<file path="src/rtl/alu_adder_control_pkg.sv">
// Shared definitions for the alu_adder_control slice: the FSM state enum,
// the sixteen instruction opcodes (instruction[31:28]) and the ALU
// operation codes that are carried between the control unit and the ALU.
package alu_adder_control_pkg;

  typedef enum logic {
    FETCH   = 1'b0,
    EXECUTE = 1'b1
  } state_t;

  // Instruction opcodes
  localparam logic [3:0] OP_ADD  = 4'h0;
  localparam logic [3:0] OP_SUB  = 4'h1;
  localparam logic [3:0] OP_AND  = 4'h2;
  localparam logic [3:0] OP_OR   = 4'h3;
  localparam logic [3:0] OP_XOR  = 4'h4;
  localparam logic [3:0] OP_SLL  = 4'h5;
  localparam logic [3:0] OP_SRL  = 4'h6;
  localparam logic [3:0] OP_SLT  = 4'h7;
  localparam logic [3:0] OP_ADDI = 4'h8;
  localparam logic [3:0] OP_ANDI = 4'h9;
  localparam logic [3:0] OP_ORI  = 4'hA;
  localparam logic [3:0] OP_LUI  = 4'hB;
  localparam logic [3:0] OP_LW   = 4'hC;
  localparam logic [3:0] OP_SW   = 4'hD;
  localparam logic [3:0] OP_BEQ  = 4'hE;
  localparam logic [3:0] OP_JAL  = 4'hF;

  // ALU operation codes; 9-15 are unused and yield zero
  localparam logic [3:0] ALU_ADD = 4'd0;
  localparam logic [3:0] ALU_SUB = 4'd1;
  localparam logic [3:0] ALU_AND = 4'd2;
  localparam logic [3:0] ALU_OR  = 4'd3;
  localparam logic [3:0] ALU_XOR = 4'd4;
  localparam logic [3:0] ALU_SLL = 4'd5;
  localparam logic [3:0] ALU_SRL = 4'd6;
  localparam logic [3:0] ALU_SLT = 4'd7;
  localparam logic [3:0] ALU_LUI = 4'd8;

endpackage

</file>
<file path="src/rtl/alu_adder_control_adder.sv">
// PC adder: sum = a + b modulo 2^32, carry discarded. Stateless.
// Ports: a, b (32-bit operands), sum (32-bit result).
module alu_adder_control_adder (
  input  logic [31:0] a,
  input  logic [31:0] b,
  output logic [31:0] sum
);

  assign sum = a + b;

endmodule

</file>
<file path="src/rtl/alu_adder_control_alu.sv">
// Combinational ALU selected by a 4-bit operation code. Stateless.
// Ports: a, b (32-bit operands), code (ALU operation), result (32-bit).
module alu_adder_control_alu
  import alu_adder_control_pkg::*;
(
  input  logic [31:0] a,
  input  logic [31:0] b,
  input  logic [3:0]  code,
  output logic [31:0] result
);

  always_comb begin
    result = '0;
    case (code)
      ALU_ADD: result = a + b;
      ALU_SUB: result = a - b;
      ALU_AND: result = a & b;
      ALU_OR:  result = a | b;
      ALU_XOR: result = a ^ b;
      ALU_SLL: result = a << b[4:0];
      ALU_SRL: result = a >> b[4:0];
      ALU_SLT: result = {31'b0, $signed(a) < $signed(b)};
      ALU_LUI: result = {b[15:0], 16'b0};
      default: result = '0;
    endcase
  end

endmodule

</file>
<file path="src/rtl/alu_adder_control_ctrl.sv">
// Two-state FETCH/EXECUTE sequencer plus instruction decoder.
// The state register toggles every clock; all strobes and mux selects are
// decoded combinationally from the state, the opcode and (for BEQ) Eq.
// Ports: clk, rst (sync active-low), opcode, Eq in; state, control strobes
// and the ALU operation code out.
module alu_adder_control_ctrl
  import alu_adder_control_pkg::*;
(
  input  logic       clk,
  input  logic       rst,
  input  logic [3:0] opcode,
  input  logic       Eq,
  output logic       state,
  output logic       instruction_flag,
  output logic       pc_flag,
  output logic       change_address_flag,
  output logic       Wr_en,
  output logic       Wr_en_rf,
  output logic       M13,
  output logic       M2,
  output logic       M457,
  output logic       M6,
  output logic [3:0] ALU
);

  state_t state_q;

  always_ff @(posedge clk) begin
    if (!rst) begin
      state_q <= FETCH;
    end else begin
      state_q <= (state_q == FETCH) ? EXECUTE : FETCH;
    end
  end

  assign state = state_q;

  always_comb begin
    instruction_flag    = 1'b0;
    pc_flag             = 1'b0;
    change_address_flag = 1'b0;
    Wr_en               = 1'b0;
    Wr_en_rf            = 1'b0;
    M13                 = 1'b0;
    M2                  = 1'b0;
    M457                = 1'b0;
    M6                  = 1'b0;
    ALU                 = ALU_ADD;
    if (state_q == FETCH) begin
      instruction_flag = 1'b1;
    end else begin
      pc_flag = 1'b1;
      case (opcode)
        // R-type opcodes share their encoding with the ALU codes
        OP_ADD, OP_SUB, OP_AND, OP_OR, OP_XOR, OP_SLL, OP_SRL, OP_SLT: begin
          M457     = 1'b1;
          Wr_en_rf = 1'b1;
          ALU      = opcode;
        end
        OP_ADDI, OP_ANDI, OP_ORI, OP_LUI: begin
          M457     = 1'b1;
          M6       = 1'b1;
          Wr_en_rf = 1'b1;
          case (opcode)
            OP_ANDI: ALU = ALU_AND;
            OP_ORI:  ALU = ALU_OR;
            OP_LUI:  ALU = ALU_LUI;
            default: ALU = ALU_ADD;
          endcase
        end
        OP_LW: begin
          change_address_flag = 1'b1;
          Wr_en_rf            = 1'b1;
        end
        OP_SW: begin
          change_address_flag = 1'b1;
          Wr_en               = 1'b1;
        end
        // taken branch selects the offset into the PC adder
        OP_BEQ: M2 = Eq;
        OP_JAL: begin
          M13      = 1'b1;
          Wr_en_rf = 1'b1;
        end
        default: ;
      endcase
    end
  end

endmodule

</file>
<file path="src/rtl/alu_adder_control.sv">
// Top of the adder / ALU / control slice; wires the three sub-blocks.
// The ALU code produced by the control unit drives the ALU datapath and is
// also exported on the ALU port.
// Ports: clk, rst (sync active-low), opcode, Eq, add_a/add_b, alu_a/alu_b in;
// add_out, alu_out, state, control strobes and ALU out.
module alu_adder_control
  import alu_adder_control_pkg::*;
(
  input  logic        clk,
  input  logic        rst,
  input  logic [3:0]  opcode,
  input  logic        Eq,
  input  logic [31:0] add_a,
  input  logic [31:0] add_b,
  output logic [31:0] add_out,
  input  logic [31:0] alu_a,
  input  logic [31:0] alu_b,
  output logic [31:0] alu_out,
  output logic        state,
  output logic        instruction_flag,
  output logic        pc_flag,
  output logic        change_address_flag,
  output logic        Wr_en,
  output logic        Wr_en_rf,
  output logic        M13,
  output logic        M2,
  output logic        M457,
  output logic        M6,
  output logic [3:0]  ALU
);

  alu_adder_control_adder u_adder (
    .a   (add_a),
    .b   (add_b),
    .sum (add_out)
  );

  alu_adder_control_alu u_alu (
    .a      (alu_a),
    .b      (alu_b),
    .code   (ALU),
    .result (alu_out)
  );

  alu_adder_control_ctrl u_ctrl (
    .clk                 (clk),
    .rst                 (rst),
    .opcode              (opcode),
    .Eq                  (Eq),
    .state               (state),
    .instruction_flag    (instruction_flag),
    .pc_flag             (pc_flag),
    .change_address_flag (change_address_flag),
    .Wr_en               (Wr_en),
    .Wr_en_rf            (Wr_en_rf),
    .M13                 (M13),
    .M2                  (M2),
    .M457                (M457),
    .M6                  (M6),
    .ALU                 (ALU)
  );

endmodule

</file>
<file path="config.mk">
export PLATFORM = sky130hd
export DESIGN_NAME = alu_adder_control
export DESIGN_NICKNAME = d
export VERILOG_FILES = /design/src/rtl/alu_adder_control_pkg.sv /design/src/rtl/alu_adder_control_adder.sv /design/src/rtl/alu_adder_control_alu.sv /design/src/rtl/alu_adder_control_ctrl.sv /design/src/rtl/alu_adder_control.sv
export SDC_FILE = /design/constraint.sdc
export NUM_CORES = 1
export LEC_CHECK = 0
export CAP_MARGIN = 20
export CORE_MARGIN = 5
export CORE_UTILIZATION = 40
export DETAILED_ROUTE_END_ITERATION = 16
export GPL_TIMING_DRIVEN = 0
export HOLD_SLACK_MARGIN = 0.12
export MAX_ROUTING_LAYER = met4
export PLACE_DENSITY = 0.65
export SLEW_MARGIN = 0
export SYNTH_ARGS = -nofsm -noshare
export SYNTH_HDL_FRONTEND = slang
export SYNTH_SLANG_ARGS = --single-unit
</file>
<file path="constraint.sdc">
create_clock -name clk -period 15.65 [get_ports clk]
set_input_delay 3.13 -clock clk [delete_from_list [all_inputs] [get_ports clk]]
set_output_delay 3.13 -clock clk [all_outputs]
set_load 0.01 [all_outputs]
</file>
Yosys cells after proc, flatten, opt, wreduce, memory -nomap -nowiden

Cells that the tools add are included.

Add/sub/neg operators: 3
Order comparisons: 1
Equal/unequal tests: 23
Shifts and indexed selects: 2
Multiplexer cells: 20
Bitwise logic cells: 3
Reductions and logical operators: 7

Operators by type and width:

| operator                                       | number |
|---|---|
| case mux 32 bit (9 select lines)               | 1 |
| adder 32 bit                                   | 2 |
| == test 4 bit (second input constant)          | 9 |
| AND 32 bit                                     | 1 |
| == test 4 x 3 -> 1 bit (second input constant) | 8 |
| less-than comparator 32 bit                    | 1 |
| OR 32 bit                                      | 1 |
| << shifter 32 x 5 -> 32 bit                    | 1 |
| right shift 32 x 5 -> 32 bit                   | 1 |
| subtractor 32 bit                              | 1 |
| XOR 32 bit                                     | 1 |
| == test 4 x 2 -> 1 bit (second input constant) | 4 |
| two-way mux 1 bit                              | 16 |
| OR reduction 14 bit                            | 1 |
| case mux 4 bit (3 select lines)                | 1 |
| OR reduction 12 bit                            | 1 |
| == test 4 x 1 -> 1 bit (second input constant) | 2 |
| logical NOT 4 bit                              | 2 |
| case mux 4 bit (2 select lines)                | 1 |
| OR reduction 8 bit                             | 1 |
| two-way mux 4 bit                              | 1 |
| OR reduction 4 bit                             | 1 |
| OR reduction 2 bit                             | 1 |

Bits in registers: 1
Bits of input ports: 135
Output and inout bits: 78
Logic and storage cells: 60

Depth between registers and ports, before layout

Gate-level depths: netlist of the first run.

Depth in word-level cells: 6
Gate-level depth with buffers: 14
Depth with buffers taken out: 12

Cells and area by module

A second synthesis of the first run with hierarchy kept.

Cell total of the unflattened synthesis: 1507
Area, all modules: 10258.6 um^2

By module, submodules not included:

| module                  | instances | cells an instance | area each (um^2) | sequential area each (um^2) |
|---|---|---|---|---|
| alu_adder_control_alu   | 1         | 1237              | 8323.0           | 0.0 |
| alu_adder_control_adder | 1         | 241               | 1744.2           | 0.0 |
| alu_adder_control_ctrl  | 1         | 29                | 191.4            | 20.0 |

Worst setup path before layout of the first run

OpenSTA, ideal clock, no wires.

Kind: input to output
Start: input port alu_b[2]
End: output port alu_out[29]
Arrival time: 6.410 ns
Data required time: 12.520 ns
Path slack: 6.110 ns
Stages: 14
Path buffers: 3
Path through: inv_1 buf_2 buf_1 clkbuf_1 ha_1 inv_1 o21bai_1 a31oi_1 o311ai_2 o31a_2 a21oi_2 o22ai_1 a211o_1 a211o_1

Word-level cells in the longest chain between the ends: 2
Elaborated cells on any way between the ends: 5
Classes of those cells: add/sub: 2; shift: 2; mux: 1

Ends and longest elaborated chain:

| what                                      | line                        | source |
|---|---|---|
| start: declaration                        | alu_adder_control.sv:17     | `input logic [31:0] alu_b,` |
| subtractor 32 bit (tied with other cells) | alu_adder_control_alu.sv:16 | `ALU_SUB: result = a - b;` |
| case mux 32 bit (9 select lines) (*)      | alu_adder_control_alu.sv:14 | `case (code)` |
| end: declaration                          | alu_adder_control.sv:18     | `output logic [31:0] alu_out,` |

Mark *: on every way between the ends. The rest lies on a longest branch, timed or not.

Worst setup path in the final report of the first run

Start: input port alu_b[2]
End: output port alu_out[30]

Same word-level chain as after synthesis.

==> metrics.txt, run 1 <==
# TYPE chip_impl_metric gauge
chip_impl_metric{name="chipWidth",unit="µm"} 166
chip_impl_metric{name="critical_path_depth_in_cells",unit=""} 16
chip_impl_info{name="timing.hold.worst.class",value="flip-flop to flip-flop"} 1
chip_impl_metric{name="number_of_core_rows",unit=""} 57
chip_impl_metric{name="worst_ep_arrival_time",unit="ns"} 8.85
chip_impl_metric{name="grt_start_max_net_pins",unit=""} 13
chip_impl_metric{name="clock_insertion_delay_worst_skew",unit="ns"} 0
chip_impl_metric{name="flow.area_growth_from_synthesis",unit="%"} 25.8
chip_impl_metric{name="hold_buf_count_cts",unit=""} 0
chip_impl_metric{name="hold_violations",unit=""} 0
chip_impl_metric{name="fraction_of_final_layout_cells_sized_beyond_drive_strength_1",unit=""} 0.0524
chip_impl_metric{name="dp_hpwl",unit="mm"} 46.9
chip_impl_metric{name="largest_reg_flops",unit=""} 1
chip_impl_metric{name="wirelength",unit="mm"} 56.4
chip_impl_metric{name="routed_wire_length_per_instance",unit="µm"} 27.9
chip_impl_info{name="timing.critical_path.cells",value="clkdlybuf4s50_1 > inv_1 > buf_2 > buf_1 > clkbuf_1 > ha_1 > nor2b_1 > o31ai_2 > a21oi_1 > a22oi_1 > nor3_1 > o22ai_1 > o21ai_0 > a41o_1 > a32o_1 > clkdlybuf4s50_1"} 1
chip_impl_metric{name="max_slew.worst_pin.slew",unit="ns"} 1.21
chip_impl_metric{name="fillCellCount",unit=""} 2488
chip_impl_metric{name="worstPathRequired",unit="ns"} 12.52
chip_impl_metric{name="synth-edff-count",unit=""} 0
chip_impl_info{name="rsz0062_at_grt",value="false"} 1
chip_impl_metric{name="drt.antenna.violating_nets",unit=""} 0
chip_impl_metric{name="hold-worst-slack",unit="ns"} 0.542
chip_impl_metric{name="vias_post_dr",unit=""} 13500
chip_impl_metric{name="grt.overflow.total",unit=""} 0
chip_impl_metric{name="maxCapViolCount",unit=""} 0
chip_impl_metric{name="clk_pin_slew_worst_setup_hold_paths",unit="ns"} 0
chip_impl_metric{name="crit_buf_inv",unit=""} 6
chip_impl_info{name="crit_path_start_kind",value="input port"} 1
chip_impl_metric{name="timing.final.setup_violations",unit=""} 0
chip_impl_metric{name="route.detailed.vias_per_inst",unit=""} 6.68
chip_impl_metric{name="syn-mean-instance-area",unit="µm²"} 6.59
chip_impl_metric{name="clock.fmax",unit="MHz"} 83.5
chip_impl_info{name="synth_top_area_cells",value="sky130_fd_sc_hd__ha_1, sky130_fd_sc_hd__a21oi_1, sky130_fd_sc_hd__nor2_1"} 1
chip_impl_metric{name="reg2reg_depth",unit=""} 1
chip_impl_metric{name="ys_seq_area_frac",unit=""} 0.00205
chip_impl_metric{name="synthesis.nets",unit=""} 1752
chip_impl_metric{name="design.core.area",unit="µm²"} 24200
chip_impl_metric{name="critical_path.max_fanout",unit=""} 11
chip_impl_metric{name="numPortBuffers",unit=""} 211
chip_impl_metric{name="globalplace.congestion",unit=""} 1.09
chip_impl_metric{name="floorplan.io_pins",unit=""} 213
chip_impl_info{name="critical-path-top-cell-by-count",value="sky130_fd_sc_hd__clkdlybuf4s50_1"} 1
chip_impl_metric{name="route.met3.wl",unit="mm"} 6.82
chip_impl_info{name="cp_slowest_cell",value="sky130_fd_sc_hd__clkdlybuf4s50_1"} 1
chip_impl_metric{name="grt_first_pass_wirelength",unit="mm"} 82.2
chip_impl_metric{name="yosysUniqueCellTypes",unit=""} 88
chip_impl_metric{name="die_y",unit="µm"} 166
chip_impl_metric{name="nets",unit=""} 1966
chip_impl_metric{name="drt_iter0_markers",unit=""} 1927
chip_impl_metric{name="globalRouteTotalUtil",unit=""} 0.391
chip_impl_metric{name="first_global_vias",unit=""} 12600
chip_impl_metric{name="cts.repair_timing.setup_buffer_count",unit=""} 0
chip_impl_info{name="crit_path_end_kind",value="primary output"} 1
chip_impl_metric{name="synth_area",unit="µm²"} 9780
chip_impl_metric{name="initial_utilization",unit=""} 0.405
chip_impl_metric{name="post-synth-top-area-fraction",unit=""} 0.165
chip_impl_metric{name="async_reset_ff_frac",unit=""} 0
chip_impl_metric{name="finalClockSkew",unit="ns"} 0
chip_impl_metric{name="slew_headroom",unit=""} 0.184
chip_impl_metric{name="critical_path.max_stage_delay",unit="ns"} 0.61
chip_impl_metric{name="post_cts_resized",unit=""} 0
chip_impl_metric{name="die_area",unit="µm²"} 27700
chip_impl_metric{name="min_period_over_period",unit=""} 0.765
chip_impl_metric{name="synth_cells",unit=""} 1485
chip_impl_metric{name="maxSlewViolCount",unit=""} 0
chip_impl_metric{name="ys_seq_elements",unit=""} 1
chip_impl_metric{name="setup_tns",unit="ns"} 0
chip_impl_info{name="top_signal_layer_used",value="met4"} 1
chip_impl_metric{name="drt_first_pass_iters",unit=""} 6
chip_impl_metric{name="synth.yosys.warnings",unit=""} 0
chip_impl_metric{name="detail_route.drc_violations",unit=""} 0
chip_impl_info{name="critical_path_class",value="input port to primary output"} 1
chip_impl_info{name="critical-path-top-delay-family",value="buffers and inverters"} 1
chip_impl_metric{name="antenna_violations_before_repair",unit=""} 1
chip_impl_metric{name="wl_met2",unit="mm"} 24.0
chip_impl_metric{name="met1Wirelength",unit="mm"} 22.1
chip_impl_info{name="post-synth-top-area-cell",value="sky130_fd_sc_hd__ha_1"} 1
chip_impl_info{name="synth_flop_cell",value="sky130_fd_sc_hd__dfxtp_1"} 1
chip_impl_metric{name="holdPathStages",unit=""} 1
chip_impl_info{name="status",value="finished, final reports clean"} 1
chip_impl_metric{name="period_minus_slack",unit="ns"} 11.98
## cells by family (layout without fill, tap and decap cells)
logic type / Yosys count / count (layout) / synth area share
compound gates: 561 / 561 / 0.387
xor+xnor: 32 / 32 / 0.0287
fa+ha+maj: 132 / 132 / 0.171
buf+inv: 205 / 417 / 0.0842
flops: 1 / 1 / 0.00205
mux: 89 / 89 / 0.109
other cells: 0 / 1 / 0
simple gates: 465 / 465 / 0.218
## per-stage QoR
step | cell area (µm²) | util | setup WS [ns] | instances
after CTS | 12300 | 0.509 | 3.85 | 2020
after global routing | 12300 | 0.509 | 3.49 | 2022
after detailed placement | 12300 | 0.509 | 3.88 | 2020
after floorplan | 9780 | - | 6.11 | 1485
after global placement | 12300 | 0.509 | 3.88 | 2020
final | 12300 | 0.509 | 3.67 | 2022
## metal layers
layer / GRT usage / up-vias
met3: 0.0931 / 189
met1: 0.493 / 6314
li1: - / 5971
met5: - / -
met2: 0.592 / 1032
met4: 0.179 / 0
## area by class of cell
cell class	instances	area, µm²	area share
Tap cell	324	405	0.0329
Sequential cell	1	20.0	0.00163
Timing Repair Buffer	212	2120	0.172
Buffer	94	407	0.0330
Inverter	111	417	0.0339
Multi-Input combinational cell	1279	8940	0.726
Antenna cell	1	2.50	0.000203
## placed cells by master (no fill, tap or decap), types with 8 or more instances in the layout
master	synthesis	final
sky130_fd_sc_hd__a31oi_1	16	16
sky130_fd_sc_hd__clkbuf_1	52	52
sky130_fd_sc_hd__nand2b_1	18	18
sky130_fd_sc_hd__o21a_1	10	10
sky130_fd_sc_hd__buf_1	11	11
sky130_fd_sc_hd__nand4_1	11	11
sky130_fd_sc_hd__nor2b_1	16	16
sky130_fd_sc_hd__mux2_2	17	17
sky130_fd_sc_hd__and2_1	8	8
sky130_fd_sc_hd__a221oi_1	30	30
sky130_fd_sc_hd__nand3_1	34	34
sky130_fd_sc_hd__and3_1	10	10
sky130_fd_sc_hd__o21bai_1	17	17
sky130_fd_sc_hd__xnor2_1	26	26
sky130_fd_sc_hd__clkdlybuf4s50_1	0	211
sky130_fd_sc_hd__or3_1	9	9
sky130_fd_sc_hd__o21ai_0	98	98
sky130_fd_sc_hd__o22ai_1	30	30
sky130_fd_sc_hd__o31ai_1	11	11
sky130_fd_sc_hd__nand2_1	115	115
sky130_fd_sc_hd__a21o_1	29	29
sky130_fd_sc_hd__buf_2	27	28
sky130_fd_sc_hd__nor4_1	12	12
sky130_fd_sc_hd__inv_1	108	108
sky130_fd_sc_hd__mux2i_1	60	60
sky130_fd_sc_hd__a21oi_1	147	147
sky130_fd_sc_hd__a211o_1	15	15
sky130_fd_sc_hd__a211oi_1	32	32
sky130_fd_sc_hd__a22oi_1	16	16
sky130_fd_sc_hd__ha_1	129	129
sky130_fd_sc_hd__nor2_1	177	177
sky130_fd_sc_hd__mux4_2	12	12
sky130_fd_sc_hd__o211ai_1	27	27
sky130_fd_sc_hd__nor3_1	32	32
## final timing paths
kind,from,slack (ns),endpoint
setup / recovery,alu_b[2],3.67,alu_out[30]
hold / removal,u_ctrl.state,0.54,u_ctrl.state
setup reg to reg,u_ctrl.state,14.98,u_ctrl.state
hold reg to reg,u_ctrl.state,0.54,u_ctrl.state
## synth_stat cells (26+ instances only)
master / n
sky130_fd_sc_hd__nand3_1: 34
sky130_fd_sc_hd__buf_2: 27
sky130_fd_sc_hd__ha_1: 129
sky130_fd_sc_hd__xnor2_1: 26
sky130_fd_sc_hd__inv_1: 108
sky130_fd_sc_hd__a21o_1: 29
sky130_fd_sc_hd__a221oi_1: 30
sky130_fd_sc_hd__mux2i_1: 60
sky130_fd_sc_hd__a211oi_1: 32
sky130_fd_sc_hd__o22ai_1: 30
sky130_fd_sc_hd__o211ai_1: 27
sky130_fd_sc_hd__nor3_1: 32
sky130_fd_sc_hd__clkbuf_1: 52
sky130_fd_sc_hd__nand2_1: 115
sky130_fd_sc_hd__o21ai_0: 98
sky130_fd_sc_hd__nor2_1: 177
sky130_fd_sc_hd__a21oi_1: 147
==> run 2, diff against run 1 <==
==> constraint.sdc (replaced) <==
create_clock -name clk -period 12.1 [get_ports clk]
set_input_delay 2.42 -clock clk [delete_from_list [all_inputs] [get_ports clk]]
set_output_delay 2.42 -clock clk [all_outputs]
set_load 0.01 [all_outputs]
==> results of run 2 <==
The final DEF is identical to that of run 1. Status: finished, final reports clean.
Among the figures that moved: setup slack after placement 3.88 ns -> 1.75 ns; setup slack after layout 3.67 ns -> 1.54 ns; register-to-register setup slack 14.98 ns -> 11.43 ns
